**config.mk**
```make
export PLATFORM = sky130hd
export DESIGN_NAME = place_ships_ctl_flat
export DESIGN_NICKNAME = d
export VERILOG_FILES = /design/src/rtl/warships_pkg.sv /design/src/rtl/place_ships_ctl_if.sv /design/src/rtl/sync_edge_det.sv /design/src/rtl/place_ships_ctl.sv /design/src/flat_wrapper.sv
export SDC_FILE = /design/constraint.sdc
export NUM_CORES = 1
export LEC_CHECK = 0
export BUFFER_PORTS_ARGS = -buffer_cell sky130_fd_sc_hd__buf_4
export CAP_MARGIN = 20
export CORE_MARGIN = 3
export CORE_UTILIZATION = 50
export CTS_BUF_LIST = sky130_fd_sc_hd__clkbuf_8
export DETAILED_ROUTE_END_ITERATION = 8
export GPL_TIMING_DRIVEN = 0
export HOLD_SLACK_MARGIN = 0.05
export PLACE_DENSITY = 0.76
export SLEW_MARGIN = 20
export SYNTH_ARGS = -nofsm -noshare
export SYNTH_HDL_FRONTEND = slang
export SYNTH_HIERARCHICAL = 1
export SYNTH_SLANG_ARGS = --single-unit
```
**constraint.sdc**
```tcl
create_clock -name clk -period 3.7 [get_ports clk]
set_input_delay 0.74 -clock clk [delete_from_list [all_inputs] [get_ports clk]]
set_output_delay 0.74 -clock clk [all_outputs]
set_load 0.02 [all_outputs]
```
**src/rtl/warships_pkg.sv**
```systemverilog
// Shared warships types: board cell encoding, board geometry and placement FSM states.
package warships_pkg;

   localparam int unsigned BOARD_X_SIZE = 12;
   localparam int unsigned BOARD_Y_SIZE = 12;
   localparam int unsigned BOARD_ADDR_W = 8;

   typedef enum logic [1:0] {
      CELL_EMPTY = 2'd0,
      CELL_SHIP  = 2'd1,
      CELL_MISS  = 2'd2,
      CELL_HIT   = 2'd3
   } cell_t;

   typedef enum logic [1:0] {
      StClear,
      StIdle,
      StCalc,
      StWrite
   } place_state_t;

endpackage

```
**src/rtl/place_ships_ctl_if.sv**
```systemverilog
// Board memory write port: the controller drives it, board_mem receives it.
interface place_ships_ctl_if;
   import warships_pkg::*;

   logic [BOARD_ADDR_W-1:0] board_write_addr;
   cell_t                   board_write_data;
   logic                    board_write_enable;

   modport master (
      output board_write_addr,
      output board_write_data,
      output board_write_enable
   );

   modport slave (
      input board_write_addr,
      input board_write_data,
      input board_write_enable
   );

endinterface

```
**src/rtl/sync_edge_det.sv**
```systemverilog
// Two-flop synchroniser followed by a rising-edge detector giving a registered 1-cycle pulse.
module sync_edge_det (
   input  logic clk,
   input  logic rst,
   input  logic din,
   output logic pulse
);

   // [0],[1] synchronise; [2] holds the previous synchronised value.
   logic [2:0] sync_q;
   logic       pulse_q;

   always_ff @(posedge clk) begin
      if (rst) begin
         sync_q  <= '0;
         pulse_q <= 1'b0;
      end else begin
         sync_q  <= {sync_q[1:0], din};
         pulse_q <= sync_q[1] & ~sync_q[2];
      end
   end

   assign pulse = pulse_q;

endmodule

```
**src/rtl/place_ships_ctl.sv**
```systemverilog
// Ship placement controller: clears the board, then turns mouse clicks into board_mem writes.
// Define SHIP_TOGGLE_EN to let a click on an occupied cell remove the ship again.
module place_ships_ctl
   import warships_pkg::*;
#(
   parameter int unsigned X_POS          = 100,
   parameter int unsigned Y_POS          = 200,
   parameter int unsigned CELL_SIZE_LOG2 = 5,
   parameter int unsigned X_SIZE         = BOARD_X_SIZE,
   parameter int unsigned Y_SIZE         = BOARD_Y_SIZE,
   parameter int unsigned SHIP_CELLS     = 20
) (
   input  logic                clk,
   input  logic                rst,
   input  logic                clear,
   input  logic                place_en,
   input  logic [11:0]         mouse_x_pos,
   input  logic [11:0]         mouse_y_pos,
   input  logic                mouse_left,
   place_ships_ctl_if.master   board,
   output logic [4:0]          ships_placed,
   output logic                placement_done,
   output logic                busy
);

   place_state_t state_q, state_d;

   logic                     click;
   logic [3:0]               row_q, col_q;
   logic signed [12:0]       dx_q, dy_q;
   logic [X_SIZE*Y_SIZE-1:0] shadow_q;
   logic [4:0]               count_q;

   logic                    we_q, we_d;
   logic [BOARD_ADDR_W-1:0] addr_q, addr_d;
   cell_t                   data_q, data_d;
   logic                    busy_q, busy_d;

   logic        sweep_last;
   logic [12:0] dx_cell, dy_cell;
   logic [3:0]  calc_col, calc_row;
   logic [7:0]  cell_idx;
   logic        in_range, occupied, do_place, do_remove;

   sync_edge_det u_left_edge (
      .clk   (clk),
      .rst   (rst),
      .din   (mouse_left),
      .pulse (click)
   );

   assign sweep_last = (row_q == 4'(Y_SIZE - 1)) && (col_q == 4'(X_SIZE - 1));

   // Negative offsets are rejected by the sign bits, so an unsigned shift is safe here.
   assign dx_cell  = 13'(dx_q) >> CELL_SIZE_LOG2;
   assign dy_cell  = 13'(dy_q) >> CELL_SIZE_LOG2;
   assign in_range = !dx_q[12] && !dy_q[12] &&
                     (dx_cell < 13'(X_SIZE)) && (dy_cell < 13'(Y_SIZE));
   assign calc_col = dx_cell[3:0];
   assign calc_row = dy_cell[3:0];
   assign cell_idx = 8'(calc_row) * 8'(X_SIZE) + 8'(calc_col);
   assign occupied = in_range && shadow_q[cell_idx];
   assign do_place = in_range && !occupied && (count_q < 5'(SHIP_CELLS));
`ifdef SHIP_TOGGLE_EN
   assign do_remove = occupied;
`else
   assign do_remove = 1'b0;
`endif

   always_ff @(posedge clk) begin
      if (rst) state_q <= StClear;
      else     state_q <= state_d;
   end

   always_comb begin
      state_d = state_q;
      unique case (state_q)
         StClear: if (sweep_last) state_d = StIdle;
         StIdle:  if (click && place_en) state_d = StCalc;
         StCalc:  state_d = in_range ? StWrite : StIdle;
         StWrite: state_d = StIdle;
         default: state_d = StClear;
      endcase
      if (clear) state_d = StClear;
   end

   // Next values of the registered write-port outputs; WE lands in the WRITE cycle.
   always_comb begin
      we_d   = 1'b0;
      addr_d = addr_q;
      data_d = data_q;
      busy_d = 1'b0;
      if (clear) begin
         busy_d = 1'b1;
      end else begin
         unique case (state_q)
            StClear: begin
               we_d   = 1'b1;
               addr_d = {row_q, col_q};
               data_d = CELL_EMPTY;
               busy_d = 1'b1;
            end
            StCalc: begin
               if (do_place || do_remove) begin
                  we_d   = 1'b1;
                  addr_d = {calc_row, calc_col};
                  data_d = do_place ? CELL_SHIP : CELL_EMPTY;
               end
            end
            default: ;
         endcase
      end
   end

   always_ff @(posedge clk) begin
      if (rst) begin
         we_q   <= 1'b0;
         addr_q <= '0;
         data_q <= CELL_EMPTY;
         busy_q <= 1'b0;
      end else begin
         we_q   <= we_d;
         addr_q <= addr_d;
         data_q <= data_d;
         busy_q <= busy_d;
      end
   end

   always_ff @(posedge clk) begin
      if (rst || clear) begin
         row_q    <= '0;
         col_q    <= '0;
         dx_q     <= '0;
         dy_q     <= '0;
         shadow_q <= '0;
         count_q  <= '0;
      end else begin
         unique case (state_q)
            StClear: begin
               if (col_q == 4'(X_SIZE - 1)) begin
                  col_q <= '0;
                  row_q <= sweep_last ? 4'd0 : row_q + 4'd1;
               end else begin
                  col_q <= col_q + 4'd1;
               end
            end
            StIdle: begin
               if (click && place_en) begin
                  dx_q <= {1'b0, mouse_x_pos} - 13'(X_POS);
                  dy_q <= {1'b0, mouse_y_pos} - 13'(Y_POS);
               end
            end
            StCalc: begin
               if (do_place) begin
                  shadow_q[cell_idx] <= 1'b1;
                  count_q            <= count_q + 5'd1;
               end else if (do_remove) begin
                  shadow_q[cell_idx] <= 1'b0;
                  count_q            <= count_q - 5'd1;
               end
            end
            default: ;
         endcase
      end
   end

   assign board.board_write_enable = we_q;
   assign board.board_write_addr   = addr_q;
   assign board.board_write_data   = data_q;
   assign ships_placed             = count_q;
   assign placement_done           = (count_q == 5'(SHIP_CELLS));
   assign busy                     = busy_q;

endmodule
```
**src/flat_wrapper.sv**
```systemverilog
// flat-port wrapper written by rule: the top's interface ports become plain ports
module place_ships_ctl_flat import warships_pkg::*;
#(
   parameter int unsigned X_POS          = 100,
   parameter int unsigned Y_POS          = 200,
   parameter int unsigned CELL_SIZE_LOG2 = 5,
   parameter int unsigned X_SIZE         = BOARD_X_SIZE,
   parameter int unsigned Y_SIZE         = BOARD_Y_SIZE,
   parameter int unsigned SHIP_CELLS     = 20
)
  (clk, rst, clear, place_en, mouse_x_pos, mouse_y_pos, mouse_left, ships_placed, placement_done, busy, board_board_write_addr, board_board_write_data, board_board_write_enable);
  place_ships_ctl_if board_i ();
  input  logic clk;
  input  logic rst;
  input  logic clear;
  input  logic place_en;
  input  logic [11:0] mouse_x_pos;
  input  logic [11:0] mouse_y_pos;
  input  logic mouse_left;
  output logic [4:0] ships_placed;
  output logic placement_done;
  output logic busy;
  output wire logic [$bits(board_i.board_write_addr)-1:0] board_board_write_addr;
  output wire logic [$bits(board_i.board_write_data)-1:0] board_board_write_data;
  output wire logic [$bits(board_i.board_write_enable)-1:0] board_board_write_enable;
  assign board_board_write_addr = board_i.board_write_addr;
  assign board_board_write_data = board_i.board_write_data;
  assign board_board_write_enable = board_i.board_write_enable;
  place_ships_ctl #(.X_POS(X_POS), .Y_POS(Y_POS), .CELL_SIZE_LOG2(CELL_SIZE_LOG2), .X_SIZE(X_SIZE), .Y_SIZE(Y_SIZE), .SHIP_CELLS(SHIP_CELLS)) u_core (.clk(clk), .rst(rst), .clear(clear), .place_en(place_en), .mouse_x_pos(mouse_x_pos), .mouse_y_pos(mouse_y_pos), .mouse_left(mouse_left), .board(board_i), .ships_placed(ships_placed), .placement_done(placement_done), .busy(busy));
endmodule
```
==> impl_metrics.env, run 1 <==
export IMPL_wl_mm=24.4
export IMPL_rsz0062_at_grt="false"
export IMPL_clk_latency_ns=0.46
export IMPL_die_x_um=140
export IMPL_rr_startpoint="u_core/dy_q[6]"
export IMPL_ir_worst_vdd_mv=0.322
export IMPL_num_vias=7734
export IMPL_yosys_warnings=6
export IMPL_finalHoldViolCount=0
export IMPL_post_dp_cell_area_um2=9520
export IMPL_wire_per_inst_um=19.7
export IMPL_core_area_um2=17400
export IMPL_tritoncts="yes"
export IMPL_clkTransAtPathRegs_ns=0.09
export IMPL_pre_cts_ws_ns=-0.332
export IMPL_grt_max_degree=17
export IMPL_final_common_cell="dfxtp_1"
export IMPL_grt_use_total_pct=24.5
export IMPL_setup_ws_ns=0.130
export IMPL_synth_edff_count=0
export IMPL_ys_seq_elements=190
export IMPL_grt_ovfl_total=0
export IMPL_crit_type="flip-flop to flip-flop"
export IMPL_min_period_over_period_pct=96.5
export IMPL_finalSetupViolCount=0
export IMPL_yosysUniqueCellTypes=62
export IMPL_status="complete, no violations"
export IMPL_cp_max_fo=10
export IMPL_dp_hpwl_mm=17.0
export IMPL_ys_flop_type="dfxtp_1"
export IMPL_cts_num_sinks=190
export IMPL_synthTopCellsByArea="dfxtp_1 (43%), a32o_1 (9.6%), mux2i_1 (8.1%)"
export IMPL_place_congestion=0.890
export IMPL_io_buffers=40
export IMPL_required_ns=4.05
export IMPL_drc=0
export IMPL_num_nets_final=1042
export IMPL_synth_sequential_area_ratio_pct=42.6
export IMPL_postLayoutCellArea_um2=10100
export IMPL_synth_area_um2=8940
export IMPL_row_count=48
export IMPL_async_reset_ff_share_pct=0
export IMPL_ff2ff_setup_slack_ns=0.13
export IMPL_p_total_mw=3.65
export IMPL_timing_rr_end="u_core/shadow_q[118]"
export IMPL_worstHoldStart="u_core/u_left_edge/sync_q[2]"
export IMPL_drt_iter0_drc=849
export IMPL_die_height_um=140
export IMPL_hold_path_endpoint="u_core/u_left_edge/pulse"
export IMPL_syn_nets=980
export IMPL_ff2ff_path_depth=14
export IMPL_worstPathArrival_ns=3.92
export IMPL_dieArea_um2=19500
export IMPL_p_leak_nw=3.49
export IMPL_via_per_inst=6.27
export IMPL_synthToLayoutAreaGrowth_pct=13.0
export IMPL_dr_pass1_iters=6
export IMPL_synth_cells=934
export IMPL_critPathLaunchType="flip-flop"
export IMPL_netlist_top_cell_by_area="dfxtp_1"
export IMPL_ioPinCount=47
export IMPL_drive_above_1_share_pct=14.3
export IMPL_fin_crit_ns=3.57
export IMPL_holdPathStages=1
export IMPL_powerDensity_nw_per_um2=362
export IMPL_ctsHoldBuffers=0
export IMPL_drv_cap=0
export IMPL_ant_nets=0
export IMPL_root_buffer="clkbuf_8"
export IMPL_syn_avg_cell_area_um2=9.57
export IMPL_start_util_pct=51.3
export IMPL_grt_pass1_vias=7412
export IMPL_yosysTopAreaCellShare_pct=42.6
export IMPL_antenna_found_initial=0
export IMPL_skew_ns=0.0109
export IMPL_maxSlewHeadroom_pct=54.1
export IMPL_cts_buffer_depth=2
export IMPL_n_antenna_cell=0
export IMPL_min_path_type="flip-flop to flip-flop"
export IMPL_worst_pin_slew_ns=0.688
export IMPL_maxSlewViolCount=0
export IMPL_n_fill_cell=1538
export IMPL_startpoint="u_core/dy_q[6]"
export IMPL_numCtsBuffers=17
export IMPL_cp_end_kind="flip-flop"
export IMPL_grt_pass1_wl_mm=38.6
export IMPL_final_cell_mix="dfxtp_1 (187), nor2_1 (96), a32o_1 (86), nand2_1 (82), mux2i_1 (72)"
export IMPL_htree_num_levels=4
export IMPL_max_freq_mhz=280
## worst max path at each step
| stage | end | depth (start not counted) |
|---|---|---|
| 3_3_place_gp | u_core/board.board_write_addr[4] | 11 |
| 4_1_cts | u_core/shadow_q[113] | 14 |
| 5_1_grt | u_core/shadow_q[125] | 14 |
| 2_1_floorplan | u_core/shadow_q[104] | 14 |
| 3_5_place_dp | u_core/board.board_write_addr[1] | 11 |
| 6_report | u_core/shadow_q[118] | 14 |
## area by class of cell
class	count	area, µm²	share of cell area, %
timing repair buffer	44	343	3.39
sequential	190	3810	37.7
tap	225	282	2.79
clock inverter	12	169	1.67
clock buffer	19	262	2.59
inverter	13	48.8	0.483
multi-input combinational	655	4760	47.2
buffer	75	425	4.21
## what timing repair did
| action | in CTS | in global routing |
|---|---|---|
| setup buffers | 1 | 3 |
| endpoints found under the setup margin | 138 | 115 |
| pin swaps | 1 | 3 |
| resized for setup | 10 | 16 |
## state kept, by name, indices dropped and copies added (netlist names), 2 cells and up
name	count
u_core/col_q	4
u_core/ships_placed	5
u_core/dx_q	8
u_core/row_q	4
u_core/state_q	2
u_core/dy_q	8
u_core/board.board_write_addr	8
u_core/u_left_edge/sync_q	3
u_core/shadow_q	144
## cell usage after synthesis, drive strengths merged (13+ instances only)
master	instances
dfxtp	190
nor2	98
a32o	86
nand2	82
mux2i	72
o21ai	42
clkbuf	41
a21oi	38
buf	35
a22oi	24
o21a	19
o31ai	17
nor2b	16
ha	15
nand3	14
inv	13
## critical path: stages (launching register included)
cell,delay (ns)
dfxtp_4,0.37
ha_1,0.30
inv_1,0.06
fa_2,0.57
buf_6,0.12
nand2b_4,0.16
a21oi_1,0.07
or3_4,0.40
nor4_4,0.48
nor4_4,0.08
and2_1,0.17
buf_2,0.16
buf_6,0.16
buf_6,0.15
a32o_1,0.21
## cell families (layout without fill, tap and decap cells)
logic type | after synthesis | after routing | synth area share [%]
and+or+nand+nor | 277 | 277 | 14.9
AOI/OAI and AO/OA | 257 | 257 | 22.5
DFF | 190 | 190 | 42.6
buffers and inverters | 89 | 163 | 5.24
muxes | 85 | 85 | 10.3
xor gates and xnor gates | 18 | 18 | 1.92
adders and majority gates | 17 | 17 | 2.55
other | 1 | 1 | 0.0420
## power by group
group	switching (mW)	total [mW]	leakage, nW	internal, mW
sequential	0.00269	2.05	1.53	2.05
combinational	0.0729	0.114	1.74	0.0415
clock	0.727	1.49	0.217	0.763
## metal layers
metal	wire, µm	up-vias	global-route usage [%]	part of all wire, %
met5	0	-	0	0
li1	-	3594	-	-
met4	826	0	9.08	3.4
met3	1820	68	4.40	7.5
met1	10300	3731	32.2	42
met2	11400	341	40.4	47
## through the flow
step                      TNS [ns]  util (%)  hold slack [ns]  cells
final                            0      58.0            0.407   1233
after floorplan                  0         -            0.387    934
after global routing             0      58.0            0.416   1233
after detailed placement    -25.43      54.7            0.400   1199
after CTS                        0      57.6            0.410   1231
after global placement      -14.62      54.7            0.392   1199
(Power assumes the default switching activity.)
==> run 2, diff against run 1 <==
CAP_MARGIN = not set   (was 20)
SETUP_SLACK_MARGIN = 0.5   (was not set)
==> run 2 against run 1 <==
  * Power down 1.8%
  * First-iteration DRC count is 11% lower
  * Critical path depth stayed put
  * Final cell count up 3.6%
  * Setup slack better by 0.13 ns
  * Via count is 3.2% higher
  * Sequential share of layout area down 2.8 points
  * Register-to-register slack gained 0.13 ns
  * Sequential cell count is the same
  * Combinational power up 4%
  * Non-clock buffer count up 43
  * Final area increased by 8.4%
  * Largest power group unchanged
==> impl_metrics.env, run 2 (synthesis results as in run 1) <==
export IMPL_status="complete, no violations"
export IMPL_grt_pass1_vias=7566
export IMPL_crit_family="buffers and inverters"
export IMPL_cts_num_sinks=190
export IMPL_ioPinCount=47
export IMPL_dieArea_um2=19500
export IMPL_grt_ovfl_total=0
export IMPL_regMostFlops="u_core/shadow_q"
export IMPL_die_height_um=140
export IMPL_row_count=48
export IMPL_grt_max_degree=18
export IMPL_p_sw_share_pct=24.2
export IMPL_cts_buffer_depth=2
export IMPL_dp_hpwl_mm=17.0
export IMPL_max_stage_delay_ns=0.47
export IMPL_wl_mm=26.1
export IMPL_io_buffers=40
export IMPL_cp_max_fo=9
export IMPL_setup_ws_ns=0.258
export IMPL_switching_power_uw=870
export IMPL_grt_use_total_pct=25.7
export IMPL_p_total_mw=3.59
export IMPL_maxSlewHeadroom_pct=52.6
export IMPL_final_common_cell="dfxtp_1"
export IMPL_top_layer="met4"
export IMPL_dr_wl_met2_mm=12.5
export IMPL_drv_cap=0
export IMPL_ant_nets=0
export IMPL_powerDensity_nw_per_um2=328
export IMPL_cpMaxStageDelayCell="fa_2"
export IMPL_required_ns=4.07
export IMPL_fin_cells=1277
export IMPL_worst_pin_slew_ns=0.711
export IMPL_clk_latency_ns=0.48
export IMPL_rsz0062_at_grt="true"
export IMPL_crit_type="flip-flop to flip-flop"
export IMPL_tritoncts="yes"
export IMPL_drive_above_1_share_pct=22.5
export IMPL_critPathLaunchType="flip-flop"
export IMPL_root_buffer="clkbuf_8"
export IMPL_fin_crit_ns=3.44
export IMPL_drc=0
export IMPL_htree_num_levels=4
export IMPL_p_int_mw=2.72
export IMPL_die_x_um=140
export IMPL_grt_pass1_wl_mm=40.5
export IMPL_p_leak_nw=3.92
export IMPL_final_cell_mix="dfxtp_1 (185), nor2_1 (93), a32o_1 (86), buf_4 (79), nand2_1 (77)"
export IMPL_num_nets_final=1085
export IMPL_tns_ns=0
export IMPL_max_freq_mhz=291
export IMPL_core_area_um2=17400
export IMPL_seqCellArea_um2=3820
export IMPL_antenna_found_initial=0
export IMPL_num_vias=7984
export IMPL_min_period_over_period_pct=93.0
export IMPL_largest_reg_flops=144
export IMPL_numCtsBuffers=17
export IMPL_cp_num_buf_inv=5
export IMPL_power_frac_seq_pct=57.0
export IMPL_place_congestion=0.904
export IMPL_clock_power_share_pct=39.7
export IMPL_postLayoutCoreUtil_pct=62.9
export IMPL_min_path_type="flip-flop to flip-flop"
export IMPL_start_util_pct=51.3
export IMPL_maxSlewViolCount=0
export IMPL_power_frac_comb_pct=3.3
export IMPL_via_per_inst=6.25
export IMPL_cp_end_kind="flip-flop"
export IMPL_met1_length_mm=10.9
export IMPL_numPlacedInstances=1199
export IMPL_clkTransAtPathRegs_ns=0.10
export IMPL_synthToLayoutAreaGrowth_pct=22.5
export IMPL_critPathMostFrequentCell="nor4_4"
export IMPL_finalHoldViolCount=0
export IMPL_n_fill_cell=1413
export IMPL_skew_ns=0.0174
export IMPL_multi_input_area_um2=5030
export IMPL_worstPathArrival_ns=3.81
export IMPL_n_antenna_cell=0
export IMPL_critical_path_cell_chain="ha_4, fa_2, xor2_4, nor3b_4, xnor3_2, buf_6, nor4_4, buf_4, nor4_4, and2_4, buf_8, buf_12, clkbuf_16, a32o_1"
export IMPL_pre_cts_ws_ns=-0.362
export IMPL_routed_wl_met3_mm=1.99
export IMPL_dr_pass1_iters=5
export IMPL_wire_per_inst_um=20.4
export IMPL_finalSetupViolCount=0
export IMPL_ir_worst_vdd_mv=0.287
export IMPL_drt_iter0_drc=752
-- run 2: cell count changes in the layout (fill, tap and decap cells not counted), moves of 4 or more --
cell,delta
bufbuf_16,+4
buf_8,+8
inv_6,+4
buf_4,+31
a21oi_2,+9
a21oi_1,-11
buf_6,+4
nand2_1,-5
mux2_4,+4
mux2_1,-4
buf_2,-7
-- run 2: area by class of cell --
type                            count  area share (%)
Buffer                             76            4.81
Clock buffer                       18            2.26
Clock inverter                     14            1.43
Inverter                           13           0.446
Multi-Input combinational cell    655            46.0
Sequential cell                   190            34.9
Tap cell                          225            2.57
Timing Repair Buffer               86            7.60
-- run 2: through the flow --
step	hold WS (ns)	area (µm²)
final	0.408	10900
after detailed placement	0.397	9520
after global routing	0.414	10900
after global placement	0.391	9520
after floorplan	0.387	8940
after CTS	0.411	10600
-- run 2: final timing paths --
path / to / cells after the start / slack [ns] / start
min: u_core/u_left_edge/pulse / 1 / 0.41 / u_core/u_left_edge/sync_q[2]
max: u_core/shadow_q[115] / 14 / 0.26 / u_core/dy_q[5]
max reg2reg: u_core/shadow_q[115] / 14 / 0.26 / u_core/dy_q[5]
min reg2reg: u_core/u_left_edge/pulse / 1 / 0.41 / u_core/u_left_edge/sync_q[2]
-- run 2: what timing repair did --
item                       4_1_cts  5_1_grt
gates cloned                     5        3
setup buffers                   27       11
hold buffers                     0        0
resized for setup               80       53
pin swaps                       18       16
setup endpoints to repair      153      157
-- run 2: worst reg2reg max path: stages, from the launching register on --
cell	delay (ns)
dfxtp_4	0.38
ha_4	0.17
fa_2	0.47
xor2_4	0.22
nor3b_4	0.24
xnor3_2	0.35
buf_6	0.15
nor4_4	0.28
buf_4	0.18
nor4_4	0.05
and2_4	0.19
buf_8	0.14
buf_12	0.15
clkbuf_16	0.15
a32o_1	0.22
-- run 2: power by group through the flow --
stage | Clock [mW] | Sequential (mW) | Combinational, mW
global route | 1.53 | 2.05 | 0.128
CTS | 1.44 | 2.05 | 0.115
floorplan | 0 | 2.10 | 0.0574
global placement | 0 | 2.10 | 0.110
finish | 1.42 | 2.05 | 0.118
detailed placement | 0 | 2.10 | 0.111
-- run 2: per-layer routing --
layer | global-route usage, % | vias to the layer above
met2 | 41.2 | 374
met3 | 6.29 | 57
met4 | 9.08 | 0
li1 | - | 3662
met5 | 0 | -
met1 | 34.0 | 3891
